## src/rtl/fht_pkg.sv

```systemverilog
// Shared types and latency constants for the FHT datapath (address generator and butterfly).
package fht_pkg;

    typedef enum logic [1:0] {
        ST_IDLE,
        ST_RUN,
        ST_DRAIN,
        ST_DONE
    } fht_state_e;

    // Write strobe trails the x1/x2 issue by one RAM read plus the butterfly pipeline.
    localparam int RAM_RD_LAT = 1;
    localparam int BUT_LAT    = 2;
    localparam int WR_DLY_DEF = RAM_RD_LAT + BUT_LAT;

endpackage

```

## src/rtl/fht_dly_line.sv

```systemverilog
// Resettable fixed-depth shift register used to align issue-time values with later pipeline slots.
module fht_dly_line #(
    parameter int WIDTH = 8,
    parameter int DEPTH = 1
) (
    input  logic             clk,
    input  logic             rst_n,
    input  logic [WIDTH-1:0] d,
    output logic [WIDTH-1:0] q
);

    logic [WIDTH-1:0] sr [DEPTH];

    always_ff @(posedge clk) begin
        if (!rst_n) begin
            for (int i = 0; i < DEPTH; i++) begin
                sr[i] <= '0;
            end
        end else begin
            sr[0] <= d;
            for (int i = 1; i < DEPTH; i++) begin
                sr[i] <= sr[i-1];
            end
        end
    end

    assign q = sr[DEPTH-1];

endmodule

```

## src/rtl/fht_addr_gen.sv

```systemverilog
// Stage sequencer and ping-pong address generator feeding the radix-2 Hartley butterfly.
module fht_addr_gen
    import fht_pkg::*;
#(
    parameter int N      = 16,
    parameter int A_BIT  = $clog2(N),
    parameter int WR_DLY = WR_DLY_DEF
) (
    input  logic             iCLK,
    input  logic             iRESET,
    input  logic             iSTART,
    output logic             oBUSY,
    output logic             oDONE,
    output logic [A_BIT-1:0] oSTAGE,
    output logic             oRD_BANK,
    output logic             oRD_EN_12,
    output logic [A_BIT-1:0] oRD_ADDR_1,
    output logic [A_BIT-1:0] oRD_ADDR_2,
    output logic [A_BIT-2:0] oCOEF_IDX,
    output logic             oRD_EN_0,
    output logic [A_BIT-1:0] oRD_ADDR_0,
    output logic             oWR_EN,
    output logic             oWR_BANK,
    output logic [A_BIT-1:0] oWR_ADDR_0,
    output logic [A_BIT-1:0] oWR_ADDR_1
);

    localparam int J_W = A_BIT - 1;
    localparam int D_W = (WR_DLY > 1) ? $clog2(WR_DLY) : 1;
    localparam int WR_W = 2 + 2 * A_BIT;

    localparam logic [J_W-1:0]   J_LAST = J_W'(N / 2 - 1);
    localparam logic [A_BIT-1:0] S_LAST = A_BIT'(A_BIT - 1);
    localparam logic [D_W-1:0]   D_LAST = D_W'(WR_DLY - 1);

    fht_state_e       state_q, state_d;
    logic [A_BIT-1:0] s_q, s_d;
    logic [J_W-1:0]   j_q, j_d;
    logic [D_W-1:0]   dcnt_q, dcnt_d;

    logic             vld_p0, busy_p0, done_p0;
    logic [A_BIT-1:0] j_ext, h, hmask, k, g;
    logic [A_BIT-1:0] x0_p0, x1_p0, x2_p0;
    logic [J_W-1:0]   coef_p0;

    logic             vld_p1, busy_p1, done_p1;
    logic [A_BIT-1:0] stage_p1, x0_p1, x1_p1, x2_p1;
    logic [J_W-1:0]   coef_p1;

    logic [A_BIT:0]   x0_dly_q;
    logic [WR_W-1:0]  wr_dly_d, wr_dly_q;

    always_ff @(posedge iCLK) begin
        if (!iRESET) begin
            state_q <= ST_IDLE;
            s_q     <= '0;
            j_q     <= '0;
            dcnt_q  <= '0;
        end else begin
            state_q <= state_d;
            s_q     <= s_d;
            j_q     <= j_d;
            dcnt_q  <= dcnt_d;
        end
    end

    always_comb begin
        state_d = state_q;
        s_d     = s_q;
        j_d     = j_q;
        dcnt_d  = dcnt_q;
        vld_p0  = 1'b0;
        busy_p0 = 1'b0;
        done_p0 = 1'b0;
        unique case (state_q)
            ST_IDLE: begin
                if (iSTART) begin
                    state_d = ST_RUN;
                    s_d     = '0;
                    j_d     = '0;
                end
            end
            ST_RUN: begin
                vld_p0  = 1'b1;
                busy_p0 = 1'b1;
                if (j_q == J_LAST) begin
                    state_d = ST_DRAIN;
                    j_d     = '0;
                    dcnt_d  = '0;
                end else begin
                    j_d = j_q + J_W'(1);
                end
            end
            ST_DRAIN: begin
                // Next stage may only start once the last write of this one has landed.
                busy_p0 = 1'b1;
                if (dcnt_q == D_LAST) begin
                    if (s_q == S_LAST) begin
                        state_d = ST_DONE;
                    end else begin
                        state_d = ST_RUN;
                        s_d     = s_q + A_BIT'(1);
                    end
                end else begin
                    dcnt_d = dcnt_q + D_W'(1);
                end
            end
            ST_DONE: begin
                done_p0 = 1'b1;
                state_d = ST_IDLE;
            end
            default: state_d = ST_IDLE;
        endcase
    end

    // Stage 0: butterfly addresses from (s, j); pairs sit h apart inside 2h-wide groups.
    always_comb begin
        j_ext   = {1'b0, j_q};
        h       = A_BIT'(1) << s_q;
        hmask   = h - A_BIT'(1);
        k       = j_ext & hmask;
        g       = (j_ext >> s_q) << (s_q + A_BIT'(1));
        x0_p0   = g + k;
        x1_p0   = g + h + k;
        x2_p0   = g + h + ((h - k) & hmask);
        coef_p0 = J_W'(k << (S_LAST - s_q));
    end

    // Stage 1: registered issue slot; addresses hold while no butterfly is issued.
    always_ff @(posedge iCLK) begin
        if (!iRESET) begin
            vld_p1   <= 1'b0;
            busy_p1  <= 1'b0;
            done_p1  <= 1'b0;
            stage_p1 <= '0;
            x0_p1    <= '0;
            x1_p1    <= '0;
            x2_p1    <= '0;
            coef_p1  <= '0;
        end else begin
            vld_p1   <= vld_p0;
            busy_p1  <= busy_p0;
            done_p1  <= done_p0;
            stage_p1 <= s_q;
            if (vld_p0) begin
                x0_p1   <= x0_p0;
                x1_p1   <= x1_p0;
                x2_p1   <= x2_p0;
                coef_p1 <= coef_p0;
            end
        end
    end

    // Stage 2 / write stage: x0 and the write slot are delayed copies of the issue slot.
    fht_dly_line #(
        .WIDTH (A_BIT + 1),
        .DEPTH (1)
    ) u_x0_dly (
        .clk   (iCLK),
        .rst_n (iRESET),
        .d     ({vld_p1, x0_p1}),
        .q     (x0_dly_q)
    );

    assign wr_dly_d = {vld_p1, ~stage_p1[0], x0_p1, x1_p1};

    fht_dly_line #(
        .WIDTH (WR_W),
        .DEPTH (WR_DLY)
    ) u_wr_dly (
        .clk   (iCLK),
        .rst_n (iRESET),
        .d     (wr_dly_d),
        .q     (wr_dly_q)
    );

    assign oBUSY      = busy_p1;
    assign oDONE      = done_p1;
    assign oSTAGE     = stage_p1;
    assign oRD_BANK   = stage_p1[0];
    assign oRD_EN_12  = vld_p1;
    assign oRD_ADDR_1 = x1_p1;
    assign oRD_ADDR_2 = x2_p1;
    assign oCOEF_IDX  = coef_p1;
    assign oRD_EN_0   = x0_dly_q[A_BIT];
    assign oRD_ADDR_0 = x0_dly_q[A_BIT-1:0];
    assign oWR_EN     = wr_dly_q[WR_W-1];
    assign oWR_BANK   = wr_dly_q[WR_W-2];
    assign oWR_ADDR_0 = wr_dly_q[2*A_BIT-1:A_BIT];
    assign oWR_ADDR_1 = wr_dly_q[A_BIT-1:0];

endmodule

```

## config.mk

```make
export PLATFORM = sky130hd
export DESIGN_NAME = fht_addr_gen
export DESIGN_NICKNAME = d
export VERILOG_FILES = /design/src/rtl/fht_pkg.sv /design/src/rtl/fht_dly_line.sv /design/src/rtl/fht_addr_gen.sv
export SDC_FILE = /design/constraint.sdc
export NUM_CORES = 1
export LEC_CHECK = 0
export BUFFER_PORTS_ARGS = -buffer_cell sky130_fd_sc_hd__clkbuf_2
export CAP_MARGIN = 0
export CORE_UTILIZATION = 62
export CTS_BUF_LIST = sky130_fd_sc_hd__clkbuf_16
export DETAILED_ROUTE_END_ITERATION = 12
export GPL_TIMING_DRIVEN = 0
export PLACE_DENSITY = 0.8
export SKIP_LAST_GASP = 1
export SYNTH_ARGS = -nofsm -noshare
export SYNTH_HDL_FRONTEND = slang
export SYNTH_SLANG_ARGS = --single-unit
```

## constraint.sdc

```tcl
create_clock -name iCLK -period 11.43 [get_ports iCLK]
set_clock_uncertainty 0.2 [all_clocks]
set_input_delay 2.286 -clock iCLK [delete_from_list [all_inputs] [get_ports iCLK]]
set_output_delay 2.286 -clock iCLK [all_outputs]
set_load 0.1 [all_outputs]
```

==> results.sh <==
export IMPL_ys_types=46
export IMPL_synth_top_area_share_pct=41.4
export IMPL_status="finished, final reports clean"
export IMPL_switching_share_pct=38.0
export IMPL_synth_main_ff_cell="dfxtp_1"
export IMPL_clock_path_buffers=2
export IMPL_syn_nets=357
export IMPL_start_util_pct=64.4
export IMPL_synth_cells=325
export IMPL_min_from="u_wr_dly.sr[0][12]$_SDFF_PN0_"
export IMPL_drt_initial_drc_count=129
export IMPL_power_total_mw=0.818
export IMPL_die_x_um=72.1
export IMPL_critPathSlowestCell="fa_1"
export IMPL_htree_levels=3
export IMPL_holdPathStages=1
export IMPL_slew_violations=0
export IMPL_ys_ff_latch=63
export IMPL_path_max_fanout=10
export IMPL_p_comb_share_pct=31.9
export IMPL_cts_resized_gates=0
export IMPL_power_frac_clock_pct=36.2
export IMPL_p_int_mw=0.507
export IMPL_syn_area_um2=3040
export IMPL_critPathArrivalTime_ns=4.44
export IMPL_ant_nets=0
export IMPL_insertedDiodeCount=0
export IMPL_finalSetupViolCount=0
export IMPL_r2r_setup_slack_ns=7.05
export IMPL_setup_worst_path_start_class="register"
export IMPL_ir_drop_uv=145
export IMPL_yosysWarningCount=0
export IMPL_p_sw_mw=0.311
export IMPL_avgSynthCellArea_um2=9.36
export IMPL_hold_viol=0
export IMPL_r2r_end="oRD_ADDR_2[3]$_SDFFE_PN0P_"
export IMPL_clk_latency_ns=0.32
export IMPL_critPathTopFamily="simple AND/OR/NAND/NOR gates"
export IMPL_hold_end="u_wr_dly.sr[0][22]$_SDFF_PN0_"
export IMPL_synth_area_top_cells="dfxtp_1, ha_1, and2_1, nor2_1, buf_4"
export IMPL_fin_area_um2=3640
export IMPL_tightest_slew_ns=0.613
export IMPL_cts_sinks=63
export IMPL_clk_pin_slew_ns=0.06
export IMPL_async_flop_share_pct=0
export IMPL_grt_start_max_net_pins=14
export IMPL_pwr_density_cell_nw_per_um2=225
export IMPL_max_freq_mhz=229
export IMPL_fin_crit_sh_pct=38.3
export IMPL_numPortBuffers=36
export IMPL_regToRegStartpoint="s_q[0]$_SDFFE_PN0P_"
export IMPL_antenna_found_initial=0
export IMPL_finalWirelength_um=6290
export IMPL_dieHeight_um=72.1
export IMPL_drive_gt1_share_pct=21.0
export IMPL_via_count=2392
export IMPL_slowest_delay_ns=0.53
export IMPL_root_buffer="clkbuf_16"
export IMPL_cts_hold_buf=0
export IMPL_cp_end_kind="register"
export IMPL_avgViaCountPerCell=5.39
export IMPL_cp_required_ns=11.50
export IMPL_die_area_um2=5190
export IMPL_tritoncts="yes"
export IMPL_route_detailed_drc=0
export IMPL_max_cap_violations=0
export IMPL_num_rows=25
export IMPL_rsz0062_at_grt="false"
export IMPL_tns_ns=0
export IMPL_yosysTopAreaCell="dfxtp_1"
export IMPL_p_leak_nw=1.72
export IMPL_nNetsFinal=404
export IMPL_crit_path_cell_trace="buf_6, or4b_1, buf_2, nor4b_1, ha_1, inv_1, fa_1, inv_1, ha_1, a21o_1, a21oi_1, xor3_1, or4_1, nand3_1"
export IMPL_grt_pass1_vias=2206
export IMPL_coreArea_um2=4720
export IMPL_numCtsBuffers=9
export IMPL_firstDrtPassIters=4
export IMPL_grt_pass1_wl_um=10400
export IMPL_synth_edf_count=0
export IMPL_hold_path_class="register to register"
export IMPL_rr_worst_depth=14
export IMPL_routabilityCongestion=0.911
export IMPL_syn2layout_area_growth_pct=19.5
export IMPL_placed_area_um2=3310
export IMPL_final_min_clock_period_ns=4.38
export IMPL_critPathBufInv=4
export IMPL_yosysSeqAreaShare_pct=41.4
export IMPL_cts_setup_buffers=0
export IMPL_dp_hpwl_um=4370
export IMPL_track_usage_pct=26.8
export IMPL_io_pins=37
export IMPL_wl_per_cell_um=14.2
export IMPL_relSlewSlack_pct=59.1
export IMPL_pwr_share_seq_pct=31.9
export IMPL_critPathKind="register to register"
export IMPL_gr_total_overflow=0
[sequential cells by signal, summed over array words and instances (netlist names)]
register and count:
state_q 2, dcnt_q 2, x0_p1 4, oRD_ADDR_1 4, oRD_EN_12 1, oBUSY 1
j_q 3, oSTAGE 4, u_wr_dly.sr 30, s_q 4, oRD_ADDR_2 4, oCOEF_IDX 3
oDONE 1
[metrics by stage]
stage	hold slack [ns]	worst slack, ns	util [%]	cells
after floorplan	0.212	7.53	-	325
after global placement	0.214	7.18	70.0	428
after detailed placement	0.218	7.12	70.0	428
after CTS	0.232	7.09	77.0	444
after global routing	0.241	6.85	77.0	444
final	0.232	7.05	77.0	444
[worst reg2reg max path, delay by kind of cell, from the launching register on]
family	cells	cell delay (ns)
fa+ha+maj	3	1.10
flops	1	0.34
simple gates	4	1.48
xor+xnor	1	0.31
compound gates	2	0.39
buf+inv	4	0.50
[cell type report]
| type | instances | area, um2 |
|---|---|---|
| Sequential cell | 63 | 1260 |
| Clock buffer | 9 | 225 |
| Clock inverter | 7 | 105 |
| Inverter | 20 | 75.1 |
| Buffer | 32 | 203 |
| Tap cell | 67 | 83.8 |
| Fill cell | 331 | 1090 |
| Timing Repair Buffer | 36 | 180 |
| Multi-Input combinational cell | 210 | 1500 |
[routing by layer]
layer | GRT usage, % | vias to the layer above | share of wire, %
li1 | - | 1170 | -
met1 | 33.5 | 1121 | 44
met2 | 43.5 | 87 | 48
met3 | 6.11 | 14 | 5.7
met4 | 14.2 | 0 | 2.4
met5 | 0 | - | 0
[Yosys cell counts, types with 2 or more instances]
cell and instances:
buf_2 3, clkbuf_1 9, mux2i_1 7, nor2b_1 3, nor2_1 37, buf_4 17, o21ai_0 5, xor2_1 6
a32oi_1 5, nand2b_1 3, inv_1 20, a211oi_1 5, ha_1 25, buf_6 2, nor3_1 2, xnor2_1 5
dfxtp_1 63, nand3_1 9, nand2_1 16, a21o_1 5, mux2_2 2, nor4b_1 2, and2_1 33, fa_1 4
a21oi_1 14, nor4_1 2, a221oi_1 2
[worst max path at each step]
stage,from,end,depth (start not counted)
4_1_cts,s_q[0]$_SDFFE_PN0P_,oRD_ADDR_2[3]$_SDFFE_PN0P_,14
3_5_place_dp,s_q[0]$_SDFFE_PN0P_,oRD_ADDR_2[3]$_SDFFE_PN0P_,14
6_report,s_q[0]$_SDFFE_PN0P_,oRD_ADDR_2[3]$_SDFFE_PN0P_,14
2_1_floorplan,s_q[0]$_SDFFE_PN0P_,oRD_ADDR_2[3]$_SDFFE_PN0P_,14
5_1_grt,s_q[0]$_SDFFE_PN0P_,oRD_ADDR_2[3]$_SDFFE_PN0P_,14
3_3_place_gp,s_q[0]$_SDFFE_PN0P_,oRD_ADDR_2[3]$_SDFFE_PN0P_,14
[cell families (layout without fill, tap and decap cells)]
family	after synthesis	count (layout)	synth area share, %
buf+inv	52	104	9.13
flops	63	63	41.4
simple gates	115	115	19.4
compound gates	44	44	9.79
xor+xnor	12	12	3.95
mux	10	10	3.41
fa+ha+maj	29	29	12.9
[layout by cell type (no fill, tap or decap), types with 2 or more instances in the layout]
master,instances
nor2_1,37
inv_1,20
mux2i_1,7
nand2b_1,3
nand2_1,16
nor2b_1,3
xor2_1,6
nor4_1,2
nand3_1,9
xnor2_1,5
clkbuf_16,9
mux2_2,2
bufinv_16,2
nor4b_1,2
clkinv_4,2
ha_1,25
a221oi_1,2
buf_4,17
fa_1,4
nor3_1,2
dfxtp_1,63
clkbuf_2,36
o21ai_0,5
clkbuf_1,9
buf_2,3
a21o_1,5
a21oi_1,14
and2_1,33
a211oi_1,5
a32oi_1,5
buf_6,2
[power by group through the flow]
stage,logic [mW],clock network [mW],registers [mW]
after floorplan,0.165,0,0.311
after global placement,0.251,0,0.264
after detailed placement,0.255,0,0.265
after CTS,0.261,0.299,0.261
after global routing,0.281,0.308,0.264
final,0.261,0.296,0.261
No activity file was read; power rests on OpenSTA's default activity.
